**src/rtl/jmp_ctrl.sv**
```systemverilog
// Control-transfer sequencer: issues Fetch redirects and D/E flushes for
// taken jumps. A redirect that resolves during a stall is held until the stall
// releases. Optional redirect counter is enabled by defining JMP_PERF_EN.
module jmp_ctrl #(
    parameter int XLEN = 32
) (
    input  logic            clk,
    input  logic            rst_n,
    input  logic            PCJmpE,
    input  logic [XLEN-1:0] PCTargetE,
    input  logic            StallE,
    output logic            PCSrcF,
    output logic [XLEN-1:0] PCRedirF,
    output logic            FlushD,
    output logic            FlushE,
    output logic            PendJmp,
    output logic [31:0]     JmpCount
);

    localparam logic [1:0] IDLE   = 2'b00;
    localparam logic [1:0] PEND   = 2'b01;
    localparam logic [1:0] SHADOW = 2'b10;

    logic [1:0]      state_q, state_d;
    logic [XLEN-1:0] tgt_q, tgt_d;
    logic            redir;

    always_comb begin
        state_d = state_q;
        tgt_d   = tgt_q;
        redir   = 1'b0;
        case (state_q)
            IDLE: begin
                if (PCJmpE && !StallE) begin
                    redir   = 1'b1;
                    state_d = SHADOW;
                end else if (PCJmpE) begin
                    tgt_d   = PCTargetE;
                    state_d = PEND;
                end
            end
            // Execute still holds the same jump while stalled, so PCJmpE is ignored here.
            PEND: begin
                if (!StallE) begin
                    redir   = 1'b1;
                    state_d = SHADOW;
                end
            end
            SHADOW: begin
                if (!StallE) state_d = IDLE;
            end
            default: state_d = IDLE;
        endcase
        // Keep the fetch interface quiet while reset is asserted.
        if (!rst_n) redir = 1'b0;
    end

    always_ff @(posedge clk or negedge rst_n) begin
        if (!rst_n) begin
            state_q <= IDLE;
            tgt_q   <= '0;
        end else begin
            state_q <= state_d;
            tgt_q   <= tgt_d;
        end
    end

    assign PCSrcF   = redir;
    assign FlushD   = redir;
    assign FlushE   = redir;
    assign PCRedirF = !redir ? '0 : ((state_q == PEND) ? tgt_q : PCTargetE);
    assign PendJmp  = (state_q == PEND);

`ifdef JMP_PERF_EN
    logic [31:0] jmp_cnt_q;

    always_ff @(posedge clk or negedge rst_n) begin
        if (!rst_n)     jmp_cnt_q <= '0;
        else if (redir) jmp_cnt_q <= jmp_cnt_q + 32'd1;
    end

    assign JmpCount = jmp_cnt_q;
`else
    assign JmpCount = '0;
`endif

endmodule

```
**config.mk**
```make
export PLATFORM = sky130hd
export DESIGN_NAME = jmp_ctrl
export DESIGN_NICKNAME = d
export VERILOG_FILES = /design/src/rtl/jmp_ctrl.sv
export SDC_FILE = /design/constraint.sdc
export NUM_CORES = 1
export LEC_CHECK = 0
export ABC_CLOCK_PERIOD_IN_PS = 4600
export CORE_ASPECT_RATIO = 0.9
export CORE_MARGIN = 4
export CORE_UTILIZATION = 44
export CTS_CLUSTER_DIAMETER = 100
export DETAILED_ROUTE_END_ITERATION = 6
export PLACE_DENSITY = 0.84
export SYNTH_ARGS = -nofsm -noshare
export SYNTH_HDL_FRONTEND = slang
export SYNTH_SLANG_ARGS = --single-unit
```
**constraint.sdc**
```tcl
create_clock -name clk -period 4.6 [get_ports clk]
set_input_delay 0.69 -clock clk [delete_from_list [all_inputs] [get_ports clk]]
set_output_delay 0.69 -clock clk [all_outputs]
set_load 0.01 [all_outputs]
```
# After elaboration in Yosys (flattened, before gate mapping)
# Cells that the tools add are included.
[totals]
mem_count = 0
mem_bits_rw = 0
latch_bits = 0
ff_bits = 34
rom_bits = 0
[op_classes]
shifts = 0
n_eq_ne = 5
n_addsub = 0
mul = 0
n_lt_le_gt_ge = 0
n_reduce_logical = 5
n_bitwise = 1
n_div = 0
muxes = 11
[op_table]
columns = ["operator", "count"]
rows = [
  ["$mux 32", 2],
  ["$mux 2", 4],
  ["$pmux 2 s3", 1],
  ["$reduce_and 3->1", 2],
  ["$ne 2x2->1 const B", 2],
  ["$mux 1", 3],
  ["$ne 3x3->1 const B", 1],
  ["$eq 2x1->1 const B", 1],
  ["$eq 2x2->1 const B", 1],
  ["$logic_not 2->1", 1],
  ["$pmux 1 s2", 1],
  ["$logic_and 1x1->1", 1],
  ["$logic_not 1->1", 1],
  ["$not 1->1", 1],
]

# Longest topological paths before layout
# Gate-level depths: netlist (run 1).
[logic_depth]
word_depth = 6
mapped_depth = 6
mapped_depth_nobuf = 4

# Worst setup path after synthesis (run 1)
# No wires, ideal clock.
[synth_path]
path_kind = "input port to output port"
from = "in PCJmpE"
to = "out FlushE"
arrival_time_ps = 1685
slack_ps = 2225
path_stages = 6
cell_sequence = "nor2_1 -> or4b_4 -> buf_6 -> buf_12 -> inv_2 -> buf_4"
[synth_via]
elab_chain_cells = 4
[synth_lines]
columns = ["item", "line", "text"]
rows = [
  ["from (decl)", "9", "input logic PCJmpE,"],
  ["$logic_and 1x1->1", "34", "if (PCJmpE && !StallE) begin"],
  ["$mux 1", "34", ""],
  ["$pmux 1 s2", "32", "case (state_q)"],
  ["$mux 1", "55", "if (!rst_n) redir = 1'b0;"],
  ["to (decl)", "15", "output logic FlushE,"],
]
# Every way passes these cells.

# Final worst setup path (run 1)
[layout_path]
from = "in PCJmpE"
to = "out PCRedirF[27]"
[layout_via]
elab_chain_cells = 5
[layout_lines]
columns = ["item", "line", "text"]
rows = [
  ["$logic_and 1x1->1", "34", ""],
  ["$mux 1", "34", ""],
  ["$pmux 1 s2", "32", ""],
  ["$mux 1", "55", ""],
  ["$mux 32", "71", "assign PCRedirF = !redir ? '0 : ((state_q == PEND) ? tgt_q : PCTargetE);"],
  ["to (decl)", "13", "output logic [XLEN-1:0] PCRedirF,"],
]
# Every way passes these cells.

==> results of run 1 <==
[registers in the layout, indices dropped and copies added (netlist names)]
| signal | count |
|---|---|
| tgt_q | 32 |
| state_q | 2 |
[per-layer routing]
metal	global-route usage (%)	up-vias	share of wire, %
li1	-	786	-
met1	20.14	802	40
met2	27.71	71	48
met3	5.569	5	10
met4	6.642	0	1.3
met5	0	-	0
[how the worst max path moves through the flow]
stage / slack, ns / cells past startpoint / to / start
final: 1.11 / 5 / PCRedirF[27] / PCJmpE
after global placement: 1.15 / 5 / PCRedirF[27] / PCJmpE
after floorplan: 2.23 / 6 / FlushE / PCJmpE
after global routing: 1.02 / 5 / PCRedirF[29] / PCJmpE
after detailed placement: 1.10 / 5 / PCRedirF[27] / PCJmpE
after CTS: 1.10 / 5 / PCRedirF[27] / PCJmpE
[layout by cell type (no fill, tap or decap)]
master           synthesis  final
nand2_1                 64     64
clkbuf_8                 0      6
dfrtp_1                 34     34
o31ai_1                  1      1
conb_1                   1     32
clkbuf_1                 5      1
and4bb_1                 1      1
mux2_1                   7      7
nor3b_1                  1      1
or4b_4                   1      1
mux2_2                  25     25
nand3b_1                 1      1
nand2b_1                 1      1
clkdlybuf4s50_1          0     70
a21oi_2                 29     29
buf_2                    6      1
inv_2                    2      2
clkinv_2                 0      1
a21oi_1                  3      3
buf_4                   34      3
nor2_1                   1      1
[cells by family after synthesis]
kind of cell    Yosys count
simple gates             70
buf+inv                  51
mux                      32
other cells               1
compound gates           33
flops                    34
[area by class of cell]
type,instances,area [µm²]
well taps,62,77.57
clock buffers,7,86.33
fillers,406,1800
flip-flops and latches,34,850.8
clock inverters,1,5.005
multi-input cells,167,1049
repair buffers,74,728.2
inverters,2,7.507
[metrics by stage]
stage	worst slack (ns)	util, %	instances
6_report	1.108	60.90	347
5_1_grt	1.021	60.90	347
4_1_cts	1.098	60.90	347
3_5_place_dp	1.099	58.91	339
3_3_place_gp	1.152	58.91	339
2_1_floorplan	2.225	-	252
[power groups by stage]
| stage | Clock (W) | Combinational, W | Sequential, W |
|---|---|---|---|
| floorplan | 0 | 0.000201 | 0.000423 |
| global placement | 0 | 0.000251 | 0.000430 |
| detailed placement | 0 | 0.000260 | 0.000436 |
| CTS | 0.000236 | 0.000261 | 0.000432 |
| global route | 0.000246 | 0.000285 | 0.000443 |
| finish | 0.000226 | 0.000257 | 0.000433 |
==> summary.txt, run 1 <==
Floorplanning
  – Row count: 23
  – Die W: 81.96 µm
  – Die Ht: 74.56 µm
  – Total die area: 6111 µm²
  – Initial Util: 47.04%
  – IO Pins: 104
  – Core Box Area: 4604 µm²

STA
  – Slew margin rel.: 61.25%
  – Fin crit share: 75.91%
  – Final setup TNS: 0 ns
  – Tmin final: 3.492 ns
  – Setup Skew: 0.004474 ns
  – RSZ-0062 raised after global routing: false
  – Slew Viols, Final: 0
  – Final hold violations: 0
  – WHS: 0.4492 ns
  – Highest clock rate: 0.2864 GHz
  – Final-report setup violation count: 0
  – Worst Max-Slew Pin Slew: 0.5804 ns

Final layout
  – Ant. Diodes: 0
  – Final #Nets: 320
  – Fraction of layout cells with a size suffix above 1: 23.86%
  – Area growth syn-to-layout: 29.46%
  – Design area: 2804 µm²

Global route
  – First-pass GRT wire length: 7776 µm
  – Largest net degree at the start of global routing: 35
  – GRT overflow: 0
  – Initial antenna violation count: 0
  – GRT Total Usage: 16.73%
  – Number of global-route vias before repair: 1,611

Routing
  – Detailed-route DRC error count: 0
  – Antenna viol nets, final: 0
  – Initial DRC Count: 54
  – Via count: 1,664
  – DR WL/cell: 13.89 µm
  – Pre-antenna DRT Iters: 4
  – Final WL: 4820 µm
  – Vias/cell: 4.795

Worst setup path
  – CP Class: in2out
  – R2R Setup Slk: 2.98 ns
  – Crit path cell chain: clkdlybuf4s50_1 -> nor2_1 -> or4b_4 -> a21oi_2 -> clkdlybuf4s50_1
  – Worst path top cell family by delay: buffers and inverters
  – Critical Path AT: 2.80 ns
  – Crit-path slowest cell: or4b_4
  – Worst path max stage delay: 0.77 ns
  – Most used cell, CP: clkdlybuf4s50_1
  – Critical path required time: 3.91 ns
  – Buf+Inv Stages, Crit Path: 2
  – Worst setup SP type: input port
  – Critical register-to-register path startpoint: state_q[1]
  – Worst r2r dst: tgt_q[6]
  – Setup crit end kind: output port
  – FF-to-FF path depth: 3
  – Max FO, Critical Path: 33

Yosys
  – Most frequent cell after synthesis: nand2_1
  – Post-synthesis cell type count: 20
  – Post-synth ARST share: 100.0%
  – Yosys top cell by area: dfrtp_1
  – Ys Warns: 0
  – Post-Synth XOR/XNOR Area: 0%
  – Post-synth EDFFs: 0
  – Synth Area in Compound Gates: 12.77%
  – Sequential share of the synthesized area: 39.28%
  – Avg Inst Size Synth: 9.800 µm²
  – Main area contributors after synthesis: dfrtp_1, mux2_2, buf_4
  – Dominant synthesized flop cell: dfrtp_1
  – Flop and latch count out of synthesis: 34
  – Top post-synthesis cells by count: nand2_1, buf_4, dfrtp_1, a21oi_2, mux2_2
  – Largest family of logic cells by synthesized area: buffers and inverters
  – Top cell type's share of synthesized area: 39.28%
  – Synth Area in Simple Gates: 13.46%
  – Post-synthesis cell count: 221
  – Post-Synth Adder-Cell Area: 0%
  – Syn Std Cell Area: 2166 µm²
  – Post-synthesis mux area share: 16.64%

Clock tree
  – Root buf cell: clkbuf_8
  – Maximum root-to-sink buffer count: 2
  – Post-cts sizing count: 0
  – Clk sinks: 34
  – Clock Latency Late Sink: 0.29 ns
  – Setup Buffers After CTS: 0
  – # hold bufs at CTS: 0
  – CTS tree: done
  – Clock transition at path regs: 0.07 ns
  – H-tree levels: 2
  – Number of CTS-inserted buffers: 5

Power
  – Max VDD drop: 0.1838 mV
  – Clock share of power: 24.7%
  – Sw Share: 29.74%
  – Power Dens Cells: 326.8 nW/µm²
  – Logic pwr share: 28.1%
  – Seq pwr share: 47.2%
  – PnR Total Power: 0.0009163 W
  – Switch Pwr: 0.0002725 W
  – Pint: 0.0006438 W
  – Static Leak: 1.161 nW

Run
  – Max-cap check violation count: 0

Place
  – GPL Wtd Cong: 0.6676
  – PortBufs: 71
  – Post-DP HPWL: 3333 µm
  – Placed Instance Area: 2713 µm²

Run status
  – Outcome: completed

Worst hold path
  – Hold crit path type: in2async
(Power assumes the default switching activity.)
==> run 2, diff against run 1 <==
==> config.mk (replaced) <==
export PLATFORM = sky130hd
export DESIGN_NAME = jmp_ctrl
export DESIGN_NICKNAME = d
export VERILOG_FILES = /design/src/rtl/jmp_ctrl.sv
export SDC_FILE = /design/constraint.sdc
export NUM_CORES = 1
export LEC_CHECK = 0
export ABC_CLOCK_PERIOD_IN_PS = 2870
export CORE_ASPECT_RATIO = 0.9
export CORE_MARGIN = 4
export CORE_UTILIZATION = 37
export CTS_CLUSTER_DIAMETER = 100
export DETAILED_ROUTE_END_ITERATION = 6
export PLACE_DENSITY = 0.75
export SYNTH_ARGS = -nofsm -noshare
export SYNTH_HDL_FRONTEND = slang
export SYNTH_SLANG_ARGS = --single-unit
==> constraint.sdc (replaced) <==
create_clock -name clk -period 2.87 [get_ports clk]
set_input_delay 0.4305 -clock clk [delete_from_list [all_inputs] [get_ports clk]]
set_output_delay 0.4305 -clock clk [all_outputs]
set_load 0.01 [all_outputs]
==> run 2 against run 1 <==
Sequential power grew 59%. Clock skew shrank 0.0028 ns. Die area grew 17%. Count of clock-buffer cells in the layout is the same. Wire length shrank 6.0%. Largest power group unchanged. First-iteration DRC count shrank 43%. Hold slack lost 0.23 ns. Combinational power grew 60%. Setup slack lost 1.0 ns. Non-clock buffer count grew 1. Flip-flop and latch count is the same.
==> summary.txt, run 2 (same netlist as run 1, synthesis figures left out) <==
Run status
  – Outcome: completed

Final layout
  – Ant. Diodes: 0
  – Largest register by flop count: tgt_q
  – Commonest non-fill, non-tap cell in the layout: clkdlybuf4s50_1
  – Max FFs per register: 32
  – Final #Nets: 321
  – Commonest non-fill, non-tap cells in the layout: clkdlybuf4s50_1, nand2_1, dfrtp_1
  – Top Registers: tgt_q x32, state_q x2
  – Area growth syn-to-layout: 30.39%
  – Fraction of layout cells with a size suffix above 1: 23.51%

Clock tree
  – Clock transition at path regs: 0.06 ns
  – Clk sinks: 34
  – Setup Buffers After CTS: 0
  – Number of CTS-inserted buffers: 5
  – CTS tree: done
  – Clock Latency Late Sink: 0.27 ns
  – Root buf cell: clkbuf_8
  – Maximum root-to-sink buffer count: 2
  – H-tree levels: 2

Power
  – Sw Share: 28.92%
  – Logic pwr share: 29.0%
  – Clock share of power: 22.5%
  – Switch Pwr: 0.0004102 W
  – Static Leak: 1.197 nW
  – Max VDD drop: 0.2452 mV
  – Power Dens Cells: 502.2 nW/µm²
  – Seq pwr share: 48.5%
  – Pint: 0.001008 W

Floorplanning
  – Die W: 88.65 µm
  – Total die area: 7143 µm²
  – Core Box Area: 5693 µm²
  – Die Ht: 80.58 µm
  – Initial Util: 38.04%
  – Row count: 26
  – IO Pins: 104

Place
  – GPL Wtd Cong: 0.7086
  – Post-DP HPWL: 3148 µm
  – PortBufs: 71

STA
  – Highest clock rate: 0.3583 GHz
  – Slew Viols, Final: 0
  – Setup Skew: 0.001674 ns
  – Fin crit share: 97.25%
  – WHS: 0.2205 ns
  – Final hold violations: 0
  – Worst Max-Slew Pin Slew: 0.5804 ns
  – Final-report setup violation count: 0
  – RSZ-0062 raised after global routing: false
  – Tmin final: 2.791 ns
  – Slew margin rel.: 61.25%
  – Final setup TNS: 0 ns

Routing
  – Vias/cell: 4.546
  – Detailed-route DRC error count: 0
  – Antenna viol nets, final: 0
  – Final WL: 4533 µm
  – Via count: 1,614
  – DR WL/cell: 12.77 µm
  – Initial DRC Count: 31
  – Pre-antenna DRT Iters: 4

Global route
  – First-pass GRT wire length: 7341 µm
  – Number of global-route vias before repair: 1,572
  – Routing usage on met2: 22.92%
  – GRT overflow: 0
  – Initial antenna violation count: 0
  – GRT Total Usage: 13.12%
  – Met3 usage: 3.179%
  – Largest net degree at the start of global routing: 35
  – Grt peak-use layer: met2
  – Met1 Usage GRT: 15.88%

Worst setup path
  – CP Class: in2out
  – Setup crit end kind: output port
  – Critical Path AT: 2.36 ns
  – Worst setup SP type: input port
  – Critical path required time: 2.44 ns
  – Max FO, Critical Path: 33

Worst hold path
  – Hold crit path type: in2async

Run
  – Max-cap check violation count: 0
-- run 2: final cells by class --
class,count,area [µm²]
repair buffers,75,753.2
flip-flops and latches,34,850.8
clock buffers,7,76.32
multi-input cells,167,1049
inverters,2,7.507
fillers,544,2869
well taps,70,87.58
-- run 2: what timing repair did --
action	in CTS	in global routing
endpoints found under the hold margin	0	0
endpoints found under the setup margin	0	2
hold buffers	0	0
resized for setup	0	2
-- run 2: per-layer routing --
| layer | wire length [µm] | vias up |
|---|---|---|
| met3 | 297 | 5 |
| met2 | 2268 | 56 |
| met5 | 0 | - |
| met1 | 1931 | 767 |
| li1 | - | 786 |
| met4 | 35 | 0 |
-- run 2: final timing paths --
check                           start           end  slack [ns]  cells past startpoint
setup / recovery               PCJmpE  PCRedirF[15]        0.08                      6
hold / removal                  rst_n     tgt_q[15]        0.22                      2
setup reg to reg           state_q[1]     tgt_q[28]        1.29                      3
hold reg to reg              tgt_q[1]      tgt_q[1]        0.48                      1
max in group asynchronous       rst_n     tgt_q[31]        2.34                      2
min in group clk             tgt_q[1]      tgt_q[1]        0.48                      1
-- run 2: critical path, cell delays in order --
cell             delay [ns]
clkdlybuf4s50_1        0.47
nor2_1                 0.06
or4b_4                 0.50
buf_12                 0.21
a21oi_2                0.12
clkdlybuf4s50_1        0.56
-- run 2: metrics by stage --
stage / power [W] / setup WS (ns) / std cells / util (%) / instance area [µm²]
final: 0.001418 / 0.07878 / 355 / 49.60 / 2824
after floorplan: 0.0009999 / 1.014 / 252 / - / 2282
after CTS: 0.001443 / 0.06933 / 355 / 49.52 / 2819
after global placement: 0.001098 / 0.08215 / 348 / 48.18 / 2743
after detailed placement: 0.001114 / 0.07034 / 348 / 48.18 / 2743
after global routing: 0.001518 / 0.007530 / 355 / 49.60 / 2824
-- run 2: power by group through the flow --
stage	combinational, W	clock, W	sequential [W]
final	0.000411	0.000319	0.000689
after global routing	0.000458	0.000355	0.000705
after CTS	0.000418	0.000336	0.000689
after detailed placement	0.000418	0	0.000697
after global placement	0.000408	0	0.000690
after floorplan	0.000321	0	0.000678
